[src/rtl/pipeline_pkg.sv]
// Shared definitions for the pipeline stall/flush controller.
//   state_t               : controller FSM state encoding (2 bits)
//   REG_ADDR_WIDTH_DFLT   : default register index width
//   CNT_WIDTH_DFLT        : default stall counter width
package pipeline_pkg;

  localparam int REG_ADDR_WIDTH_DFLT = 5;
  localparam int CNT_WIDTH_DFLT      = 32;

  typedef enum logic [1:0] {
    ST_RUN      = 2'd0,
    ST_MEM_WAIT = 2'd1,
    ST_MDU_WAIT = 2'd2
  } state_t;

endpackage

[src/rtl/pipeline_ctrl_if.sv]
// Hazard inputs and stall/flush strobes of the pipeline controller.
//   master : pipeline side, drives hazard status, receives strobes + counter
//   slave  : controller side (pipeline_ctrl)
interface pipeline_ctrl_if
  import pipeline_pkg::*;
#(
  parameter int REG_ADDR_WIDTH = REG_ADDR_WIDTH_DFLT,
  parameter int CNT_WIDTH      = CNT_WIDTH_DFLT
);

  logic [REG_ADDR_WIDTH-1:0] id_rs1;
  logic [REG_ADDR_WIDTH-1:0] id_rs2;
  logic                      id_use_rs1;
  logic                      id_use_rs2;
  logic                      ex_mem_read;
  logic [REG_ADDR_WIDTH-1:0] ex_rd;
  logic                      ex_branch_taken;
  logic                      imem_ready;
  logic                      dmem_req;
  logic                      dmem_ready;
  logic                      mdu_start;
  logic                      mdu_done;

  logic                      pc_stall;
  logic                      if_id_stall;
  logic                      id_ex_stall;
  logic                      ex_mem_stall;
  logic                      if_id_flush;
  logic                      id_ex_flush;
  logic                      ex_mem_flush;
  logic                      mem_wb_flush;
  logic [CNT_WIDTH-1:0]      stall_cycles;

  modport master (
    output id_rs1, id_rs2, id_use_rs1, id_use_rs2, ex_mem_read, ex_rd,
           ex_branch_taken, imem_ready, dmem_req, dmem_ready, mdu_start, mdu_done,
    input  pc_stall, if_id_stall, id_ex_stall, ex_mem_stall,
           if_id_flush, id_ex_flush, ex_mem_flush, mem_wb_flush, stall_cycles
  );

  modport slave (
    input  id_rs1, id_rs2, id_use_rs1, id_use_rs2, ex_mem_read, ex_rd,
           ex_branch_taken, imem_ready, dmem_req, dmem_ready, mdu_start, mdu_done,
    output pc_stall, if_id_stall, id_ex_stall, ex_mem_stall,
           if_id_flush, id_ex_flush, ex_mem_flush, mem_wb_flush, stall_cycles
  );

endinterface

[src/rtl/pipeline_ctrl_hazard_detect.sv]
// Load-use hazard compare: the EX instruction is a load whose destination
// (non-zero) is read by the instruction in ID.
//   id_rs1/id_rs2, id_use_rs1/id_use_rs2 : ID source registers and read flags
//   ex_mem_read, ex_rd                   : EX load flag and destination
//   load_use                             : hazard present this cycle
module hazard_detect
  import pipeline_pkg::*;
#(
  parameter int REG_ADDR_WIDTH = REG_ADDR_WIDTH_DFLT
) (
  input  logic [REG_ADDR_WIDTH-1:0] id_rs1,
  input  logic [REG_ADDR_WIDTH-1:0] id_rs2,
  input  logic                      id_use_rs1,
  input  logic                      id_use_rs2,
  input  logic                      ex_mem_read,
  input  logic [REG_ADDR_WIDTH-1:0] ex_rd,
  output logic                      load_use
);

  logic rs1_hit;
  logic rs2_hit;

  always_comb begin
    rs1_hit  = id_use_rs1 && (id_rs1 == ex_rd);
    rs2_hit  = id_use_rs2 && (id_rs2 == ex_rd);
    // x0 is hardwired to zero, so a load to it never creates a dependency.
    load_use = ex_mem_read && (ex_rd != '0) && (rs1_hit || rs2_hit);
  end

endmodule

[src/rtl/pipeline_ctrl.sv]
// Central stall/flush controller for the 5-stage pipeline.
//   clk, rst : clock, synchronous active-high reset
//   bus      : pipeline_ctrl_if.slave -- hazard inputs in, per-stage
//              stall/flush strobes and saturating stall_cycles counter out
// Priority each cycle: reset, memory wait, MDU wait, branch, load-use,
// fetch wait. Strobes are Mealy (state + current inputs).
module pipeline_ctrl
  import pipeline_pkg::*;
#(
  parameter int REG_ADDR_WIDTH = REG_ADDR_WIDTH_DFLT,
  parameter int CNT_WIDTH      = CNT_WIDTH_DFLT
) (
  input  logic            clk,
  input  logic            rst,
  pipeline_ctrl_if.slave  bus
);

  state_t               state_q;
  state_t               state_d;
  logic                 load_use;
  logic                 mem_wait;
  logic                 mdu_wait;
  logic [CNT_WIDTH-1:0] cnt_q;

  logic pc_stall;
  logic if_id_stall;
  logic id_ex_stall;
  logic ex_mem_stall;
  logic if_id_flush;
  logic id_ex_flush;
  logic ex_mem_flush;
  logic mem_wb_flush;

  hazard_detect #(
    .REG_ADDR_WIDTH (REG_ADDR_WIDTH)
  ) u_hazard (
    .id_rs1      (bus.id_rs1),
    .id_rs2      (bus.id_rs2),
    .id_use_rs1  (bus.id_use_rs1),
    .id_use_rs2  (bus.id_use_rs2),
    .ex_mem_read (bus.ex_mem_read),
    .ex_rd       (bus.ex_rd),
    .load_use    (load_use)
  );

  // MEM_WAIT is treated as RUN for the MDU check: the cycle the memory
  // completes is re-evaluated from the MDU row down.
  always_comb begin
    mem_wait = bus.dmem_req && !bus.dmem_ready;
    if (state_q == ST_MDU_WAIT)
      mdu_wait = !bus.mdu_done;
    else
      mdu_wait = bus.mdu_start && !bus.mdu_done;
  end

  always_ff @(posedge clk) begin
    if (rst)
      state_q <= ST_RUN;
    else
      state_q <= state_d;
  end

  always_comb begin
    state_d = ST_RUN;
    if (mem_wait)
      state_d = ST_MEM_WAIT;
    else if (mdu_wait)
      state_d = ST_MDU_WAIT;
  end

  always_comb begin
    pc_stall     = 1'b0;
    if_id_stall  = 1'b0;
    id_ex_stall  = 1'b0;
    ex_mem_stall = 1'b0;
    if_id_flush  = 1'b0;
    id_ex_flush  = 1'b0;
    ex_mem_flush = 1'b0;
    mem_wb_flush = 1'b0;
    if (rst) begin
      // all strobes held low
    end else if (mem_wait) begin
      pc_stall     = 1'b1;
      if_id_stall  = 1'b1;
      id_ex_stall  = 1'b1;
      ex_mem_stall = 1'b1;
      mem_wb_flush = 1'b1;
    end else if (mdu_wait) begin
      pc_stall     = 1'b1;
      if_id_stall  = 1'b1;
      id_ex_stall  = 1'b1;
      ex_mem_flush = 1'b1;
    end else if (bus.ex_branch_taken) begin
      // The ID instruction is on the wrong path, so a load-use stall on it is moot.
      if_id_flush  = 1'b1;
      id_ex_flush  = 1'b1;
    end else if (load_use) begin
      pc_stall     = 1'b1;
      if_id_stall  = 1'b1;
      id_ex_flush  = 1'b1;
    end else if (!bus.imem_ready) begin
      pc_stall     = 1'b1;
      if_id_flush  = 1'b1;
    end
  end

  always_ff @(posedge clk) begin
    if (rst)
      cnt_q <= '0;
    else if (pc_stall && (cnt_q != '1))
      cnt_q <= cnt_q + 1'b1;
  end

  assign bus.pc_stall     = pc_stall;
  assign bus.if_id_stall  = if_id_stall;
  assign bus.id_ex_stall  = id_ex_stall;
  assign bus.ex_mem_stall = ex_mem_stall;
  assign bus.if_id_flush  = if_id_flush;
  assign bus.id_ex_flush  = id_ex_flush;
  assign bus.ex_mem_flush = ex_mem_flush;
  assign bus.mem_wb_flush = mem_wb_flush;
  assign bus.stall_cycles = cnt_q;

endmodule

[src/flat_wrapper.sv]
// flat-port wrapper written by rule: the top's interface ports become plain ports
module pipeline_ctrl_flat import pipeline_pkg::*;
#(
  parameter int REG_ADDR_WIDTH = REG_ADDR_WIDTH_DFLT,
  parameter int CNT_WIDTH      = CNT_WIDTH_DFLT
)
  (clk, rst, bus_id_rs1, bus_id_rs2, bus_id_use_rs1, bus_id_use_rs2, bus_ex_mem_read, bus_ex_rd, bus_ex_branch_taken, bus_imem_ready, bus_dmem_req, bus_dmem_ready, bus_mdu_start, bus_mdu_done, bus_pc_stall, bus_if_id_stall, bus_id_ex_stall, bus_ex_mem_stall, bus_if_id_flush, bus_id_ex_flush, bus_ex_mem_flush, bus_mem_wb_flush, bus_stall_cycles);
  pipeline_ctrl_if #(.REG_ADDR_WIDTH(REG_ADDR_WIDTH), .CNT_WIDTH(CNT_WIDTH)) bus_i ();
  input  logic clk;
  input  logic rst;
  input wire logic [$bits(bus_i.id_rs1)-1:0] bus_id_rs1;
  input wire logic [$bits(bus_i.id_rs2)-1:0] bus_id_rs2;
  input wire logic [$bits(bus_i.id_use_rs1)-1:0] bus_id_use_rs1;
  input wire logic [$bits(bus_i.id_use_rs2)-1:0] bus_id_use_rs2;
  input wire logic [$bits(bus_i.ex_mem_read)-1:0] bus_ex_mem_read;
  input wire logic [$bits(bus_i.ex_rd)-1:0] bus_ex_rd;
  input wire logic [$bits(bus_i.ex_branch_taken)-1:0] bus_ex_branch_taken;
  input wire logic [$bits(bus_i.imem_ready)-1:0] bus_imem_ready;
  input wire logic [$bits(bus_i.dmem_req)-1:0] bus_dmem_req;
  input wire logic [$bits(bus_i.dmem_ready)-1:0] bus_dmem_ready;
  input wire logic [$bits(bus_i.mdu_start)-1:0] bus_mdu_start;
  input wire logic [$bits(bus_i.mdu_done)-1:0] bus_mdu_done;
  output wire logic [$bits(bus_i.pc_stall)-1:0] bus_pc_stall;
  output wire logic [$bits(bus_i.if_id_stall)-1:0] bus_if_id_stall;
  output wire logic [$bits(bus_i.id_ex_stall)-1:0] bus_id_ex_stall;
  output wire logic [$bits(bus_i.ex_mem_stall)-1:0] bus_ex_mem_stall;
  output wire logic [$bits(bus_i.if_id_flush)-1:0] bus_if_id_flush;
  output wire logic [$bits(bus_i.id_ex_flush)-1:0] bus_id_ex_flush;
  output wire logic [$bits(bus_i.ex_mem_flush)-1:0] bus_ex_mem_flush;
  output wire logic [$bits(bus_i.mem_wb_flush)-1:0] bus_mem_wb_flush;
  output wire logic [$bits(bus_i.stall_cycles)-1:0] bus_stall_cycles;
  assign bus_i.id_rs1 = bus_id_rs1;
  assign bus_i.id_rs2 = bus_id_rs2;
  assign bus_i.id_use_rs1 = bus_id_use_rs1;
  assign bus_i.id_use_rs2 = bus_id_use_rs2;
  assign bus_i.ex_mem_read = bus_ex_mem_read;
  assign bus_i.ex_rd = bus_ex_rd;
  assign bus_i.ex_branch_taken = bus_ex_branch_taken;
  assign bus_i.imem_ready = bus_imem_ready;
  assign bus_i.dmem_req = bus_dmem_req;
  assign bus_i.dmem_ready = bus_dmem_ready;
  assign bus_i.mdu_start = bus_mdu_start;
  assign bus_i.mdu_done = bus_mdu_done;
  assign bus_pc_stall = bus_i.pc_stall;
  assign bus_if_id_stall = bus_i.if_id_stall;
  assign bus_id_ex_stall = bus_i.id_ex_stall;
  assign bus_ex_mem_stall = bus_i.ex_mem_stall;
  assign bus_if_id_flush = bus_i.if_id_flush;
  assign bus_id_ex_flush = bus_i.id_ex_flush;
  assign bus_ex_mem_flush = bus_i.ex_mem_flush;
  assign bus_mem_wb_flush = bus_i.mem_wb_flush;
  assign bus_stall_cycles = bus_i.stall_cycles;
  pipeline_ctrl #(.REG_ADDR_WIDTH(REG_ADDR_WIDTH), .CNT_WIDTH(CNT_WIDTH)) u_core (.clk(clk), .rst(rst), .bus(bus_i));
endmodule
[config.mk]
export PLATFORM = sky130hd
export DESIGN_NAME = pipeline_ctrl_flat
export DESIGN_NICKNAME = d
export VERILOG_FILES = /design/src/rtl/pipeline_pkg.sv /design/src/rtl/pipeline_ctrl_if.sv /design/src/rtl/pipeline_ctrl_hazard_detect.sv /design/src/rtl/pipeline_ctrl.sv /design/src/flat_wrapper.sv
export SDC_FILE = /design/constraint.sdc
export NUM_CORES = 1
export LEC_CHECK = 0
export CORE_MARGIN = 2
export CORE_UTILIZATION = 35
export DETAILED_ROUTE_END_ITERATION = 6
export PLACE_DENSITY = 0.7
export SYNTH_ARGS = -nofsm -noshare
export SYNTH_HDL_FRONTEND = slang
export SYNTH_SLANG_ARGS = --single-unit
export TNS_END_PERCENT = 100
[constraint.sdc]
create_clock -name clk -period 3.7 [get_ports clk]
set_clock_uncertainty 0.15 [all_clocks]
set_input_delay 0.37 -clock clk [delete_from_list [all_inputs] [get_ports clk]]
set_output_delay 0.37 -clock clk [all_outputs]
set_load 0.03 [all_outputs]
# After elaboration in Yosys (flattened, before gate mapping)
# Cells that the tools add are included.
# word_totals
wordCells	50
latch_bits	0
mem_count	0
reg_bits	34
out_inout_bits	40
rom_bits	0
ramBits	0
# classes
n_addsub	1
mul	0
bitwise	0
muxes	30
magnitude_cmp	0
n_div	0
shift	0
eq_ne	4
n_reduce_logical	12
# ops
cell	n
adder 32 x 1 -> 32 bit, second input constant	1
!= test 32 bit, second input constant	1
two-way mux 1 bit	29
equality test 5 bit	2
logical AND 1 bit	7
nonzero test 5 bit	1
equality test 2 bit, second input constant	1
zero test 1 bit	2
two-way mux 2 bit	1
OR reduction 2 bit	1
logical OR 1 bit	1

# Longest topological paths before layout
# Gate-level depths: netlist (run 1).
# logic_depth
depth_word	10
depth_mapped	8

# Cells and area by module
# A second synthesis (run 1) with hierarchy kept.
# hier_totals
hier_cells	244
hier_area_um2	2025.7
# modules_own_cells
mod	area_each_um2	instances	cells_each	seq_area_each_um2
pipeline_ctrl	1891.8	1	227	680.7
hazard_detect	133.9	1	17	0.0

# Least setup slack after synthesis (run 1)
# No wires, ideal clock.
# synth_timing
kind	in2out
startpoint	input bus_ex_rd[1]
endpoint	output bus_pc_stall
slack_ns	1.414
arrival_ns	1.766
path_stages	7
n_path_buf	2
required_time_ns	3.180
cell_sequence	or4_4 > o211ai_2 > a31o_4 > o21bai_4 > buf_6 > buf_6 > inv_1
# synth_between
elab_chain_len	9
elab_cells_between_ends	13
classes_between	eq/ne (2); mux (5); reduce/logical (6)
# synth_lines
item	line	source
start: declaration	flat_wrapper.sv:16	input wire logic [$bits(bus_i.ex_rd)-1:0] bus_ex_rd;
equality test 5 bit (on tied branches)	pipeline_ctrl_hazard_detect.sv:24, pipeline_ctrl_hazard_detect.sv:25	
logical AND 1 bit (on tied branches)	pipeline_ctrl_hazard_detect.sv:24, pipeline_ctrl_hazard_detect.sv:25	
logical OR 1 bit	pipeline_ctrl_hazard_detect.sv:27	load_use = ex_mem_read && (ex_rd != '0) && (rs1_hit || rs2_hit);
logical AND 1 bit (*)	pipeline_ctrl_hazard_detect.sv:27	
two-way mux 1 bit (*)	pipeline_ctrl.sv:97	end else if (load_use) begin
two-way mux 1 bit (*)	pipeline_ctrl.sv:93	end else if (bus.ex_branch_taken) begin
two-way mux 1 bit (*)	pipeline_ctrl.sv:88	end else if (mdu_wait) begin
two-way mux 1 bit (*)	pipeline_ctrl.sv:82	end else if (mem_wait) begin
two-way mux 1 bit (*)	pipeline_ctrl.sv:80	if (rst) begin
end: declaration	flat_wrapper.sv:23	output wire logic [$bits(bus_i.pc_stall)-1:0] bus_pc_stall;
# Every way passes the cells marked *; elsewhere a longest branch is shown, timed or not.

# Final worst setup path (run 1)
# Ends and elaborated chain as after synthesis.

==> key figures, run 1 <==
Floorplanning
  – Top Ports: 66
  – Starting Density: 36.8%
  – Chip width: 80.5 µm
  – Die ar.: 6490 µm²
  – Core Box Area: 5570 µm²
  – Rows: 27
  – Die height: 80.5 µm

Clock network
  – CTS tree: done
  – Reg clk slew, reported paths: 0.06 ns
  – CTS root buf: clkbuf_8
  – CTS sink cnt: 34
  – # resized after CTS: 0
  – H-Tree Depth: 2
  – Total CTS buffers: 5
  – Clock tree buffer depth: 2
  – Cts hold-fix bufs: 0
  – Post-CTS Setup Repair Bufs: 0
  – Worst skew pair latency: 0.29 ns

Pwr
  – Pwr/cell area: 285 nW/µm²
  – Pleak: 0.000903 µW
  – Peak VDD IR: 0.200 mV
  – Power consumption: 815 µW

Placed design
  – GPL Wtd Cong: 0.832
  – Cell count after placement: 378
  – Hpwl dp: 4.06 mm
  – I/O Buffers: 65

Critical path
  – CP dominant cell by count: clkdlybuf4s50_1
  – Setup slack, reg-to-reg: 1.28 ns
  – Critical R2R Capture: u_core.bus.stall_cycles[6]$_SDFFE_PP0P_
  – Arr. time, crit path: 2.82 ns
  – Worst-path cell chain: clkdlybuf4s50_1, or4_4, o211ai_2, a31o_4, o21bai_4, inv_1, clkdlybuf4s50_1
  – Data required, critical path: 3.18 ns
  – WP buf/inv: 3
  – R2r worst-path depth: 6
  – CP startpoint: bus_ex_rd[1]
  – Setup crit end: bus_pc_stall
  – Critical path type: in2out
  – Critical Path Sink Type: output port
  – Setup crit start kind: primary input
  – Max FO, Critical Path: 23
  – Worst R2R Start: u_core.bus.stall_cycles[21]$_SDFFE_PP0P_
  – CP Depth: 7
  – CP max stage cell: clkdlybuf4s50_1
  – Critical Path Max Stage Delay: 0.60 ns
  – Crit path max-delay family: buffers and inverters

Drt
  – Via count: 2140
  – Vias per std cell: 5.54
  – Wire per inst: 14.1 µm
  – DRT Wirelength: 5.45 mm
  – Drc violations: 0
  – Number of routed nets with antenna violations: 0
  – First DRT Iteration DRCs: 142
  – Pre-antenna DRT Iters: 4

Timing
  – Worst slew margin: 44.6%
  – Final period util: 90.2%
  – Fmax: 0.300 GHz
  – Max-slew violation count: 0
  – Setup_tns: 0 ns
  – Final hold vios: 0
  – Endpoints failing setup: 0
  – Slew at the pin closest to its max-slew limit: 0.826 ns
  – Fin crit period: 3.34 ns
  – RSZ-0062 raised after global routing: no

Layout
  – ANT cells: 0
  – Nets: 340
  – Final std cells w/o fill: 386
  – # fillers: 545
  – Share of layout cells above drive strength 1: 7.32%
  – Most frequent cells in the layout: clkdlybuf4s50_1, dfxtp_1, a21oi_1, nand2_1, nand3_1
  – Commonest non-fill, non-tap cell in the layout: clkdlybuf4s50_1
  – Layout area overhead: 39.2%

Synth
  – Gate Count Post-Synth: 248
  – Syn_area_per_cell: 8.27 µm²
  – Synth top area share: 33.2%
  – Synth area leader: dfxtp_1
  – Syn nets: 275
  – Yosys cell types: 46
  – Cell Area, Synth: 2050 µm²
  – Number of synthesized register bits: 34
  – Post-synthesis sequential area ratio: 33.2%
  – Top post-synthesis cells by area: dfxtp_1, a21oi_1, xnor2_1
  – Ys Warns: 0

Global route
  – First-pass GRT wire length: 8.72 mm
  – Antenna violations before repair: 0
  – Vias in the first global route: 1942
  – Grt total ovfl: 0
  – Largest net degree at the start of global routing: 24
  – Tot GR Track Use: 17.1%

Status
  – Status: finished, final reports clean

Job
  – Max Cap Viol: 0

Worst hold path
  – HP Class: reg2reg
==> layer usage <==
layer	vias up	global-route usage [%]	routed length, µm
met3	8	3.60	258
li1	1073	-	-
met1	1000	21.9	2520
met5	-	0	0
met4	0	10.2	107
met2	59	26.3	2570
==> layout make-up <==
class	instances	area, µm²	area share (%)
multi-input combinational	195	1270	44.5
sequential	34	681	23.8
timing repair buffer	68	673	23.6
tap	72	90.1	3.16
clock buffer	7	76.3	2.67
inverter	9	33.8	1.18
clock inverter	1	30.0	1.05
==> stage by stage <==
step / area (µm²) / hold slack, ns / util [%] / setup WS [ns]
after global routing: 2860 / 0.383 / 51.2 / 0.191
final: 2860 / 0.349 / 51.2 / 0.362
after CTS: 2860 / 0.356 / 51.2 / 0.357
after floorplan: 2050 / 0.448 / - / 1.41
after detailed placement: 2750 / 0.342 / 49.3 / 0.357
after global placement: 2750 / 0.325 / 49.3 / 0.377
==> how the worst min path moves through the flow <==
stage | cells after the start | end | start | slack [ns]
floorplan | 3 | u_core.state_q[1]$_SDFF_PP0_ | bus_mdu_done | 0.45
global placement | 2 | u_core.bus.stall_cycles[17]$_SDFFE_PP0P_ | u_core.bus.stall_cycles[17]$_SDFFE_PP0P_ | 0.32
detailed placement | 1 | u_core.bus.stall_cycles[8]$_SDFFE_PP0P_ | u_core.bus.stall_cycles[8]$_SDFFE_PP0P_ | 0.34
CTS | 1 | u_core.bus.stall_cycles[8]$_SDFFE_PP0P_ | u_core.bus.stall_cycles[8]$_SDFFE_PP0P_ | 0.36
global route | 1 | u_core.bus.stall_cycles[8]$_SDFFE_PP0P_ | u_core.bus.stall_cycles[8]$_SDFFE_PP0P_ | 0.38
finish | 1 | u_core.bus.stall_cycles[8]$_SDFFE_PP0P_ | u_core.bus.stall_cycles[8]$_SDFFE_PP0P_ | 0.35
==> worst register-to-register path: cells and delay by family (launching register included) <==
family          cells  cell delay [ns]
simple gates        3             0.91
flops               1             0.41
compound gates      3             0.85
==> flip-flops by register name (all words and copies together) (netlist names) <==
name and count:
u_core.state_q 2, u_core.bus.stall_cycles 32
==> cells by family (layout without fill, tap and decap cells) <==
group | count (synthesis) | in the layout | share of synthesized area [%]
mux | 2 | 2 | 1.04
simple gates | 111 | 111 | 31.8
compound gates | 70 | 70 | 23.8
flops | 34 | 34 | 33.2
xor+xnor | 11 | 11 | 4.70
buf+inv | 19 | 85 | 4.82
fa+ha+maj | 1 | 1 | 0.610
==> synth_stat cells, drive strengths merged <==
master	n
o211ai	4
o21ai	14
nand2b	1
nand3	14
nand2	20
mux2	1
nor4	2
buf	5
ha	1
o21bai	1
and2b	1
or4	12
inv	9
clkbuf	5
or3	13
nor4b	1
dfxtp	34
o22ai	1
o31ai	9
a21oi	26
o2111ai	1
and3	3
and2	6
o41ai	4
a211oi	1
nand4	14
a31o	1
nor2	12
a21o	2
nor3	4
mux2i	1
and4	3
or2	1
o2111a	1
o311ai	5
xnor2	11
nor2b	4
==> power by group <==
group | switching (µW) | leakage (µW) | total, µW | internal (µW)
Clock | 130 | 0.0000524 | 332 | 201
Combinational | 59.5 | 0.000577 | 114 | 54.3
Sequential | 1.16 | 0.000274 | 369 | 368
Note: power is estimated with default switching activity, not from simulation.
==> run 2, diff against run 1 <==
--- a/config.mk
+++ b/config.mk
@@ -8,6 +8,7 @@
 export CORE_MARGIN = 2
 export CORE_UTILIZATION = 35
 export DETAILED_ROUTE_END_ITERATION = 6
+export GPL_ROUTABILITY_DRIVEN = 0
 export PLACE_DENSITY = 0.7
 export SYNTH_ARGS = -nofsm -noshare
 export SYNTH_HDL_FRONTEND = slang
==> results of run 2 <==
No change in the layout: final DEF, timing and power equal those of run 1.
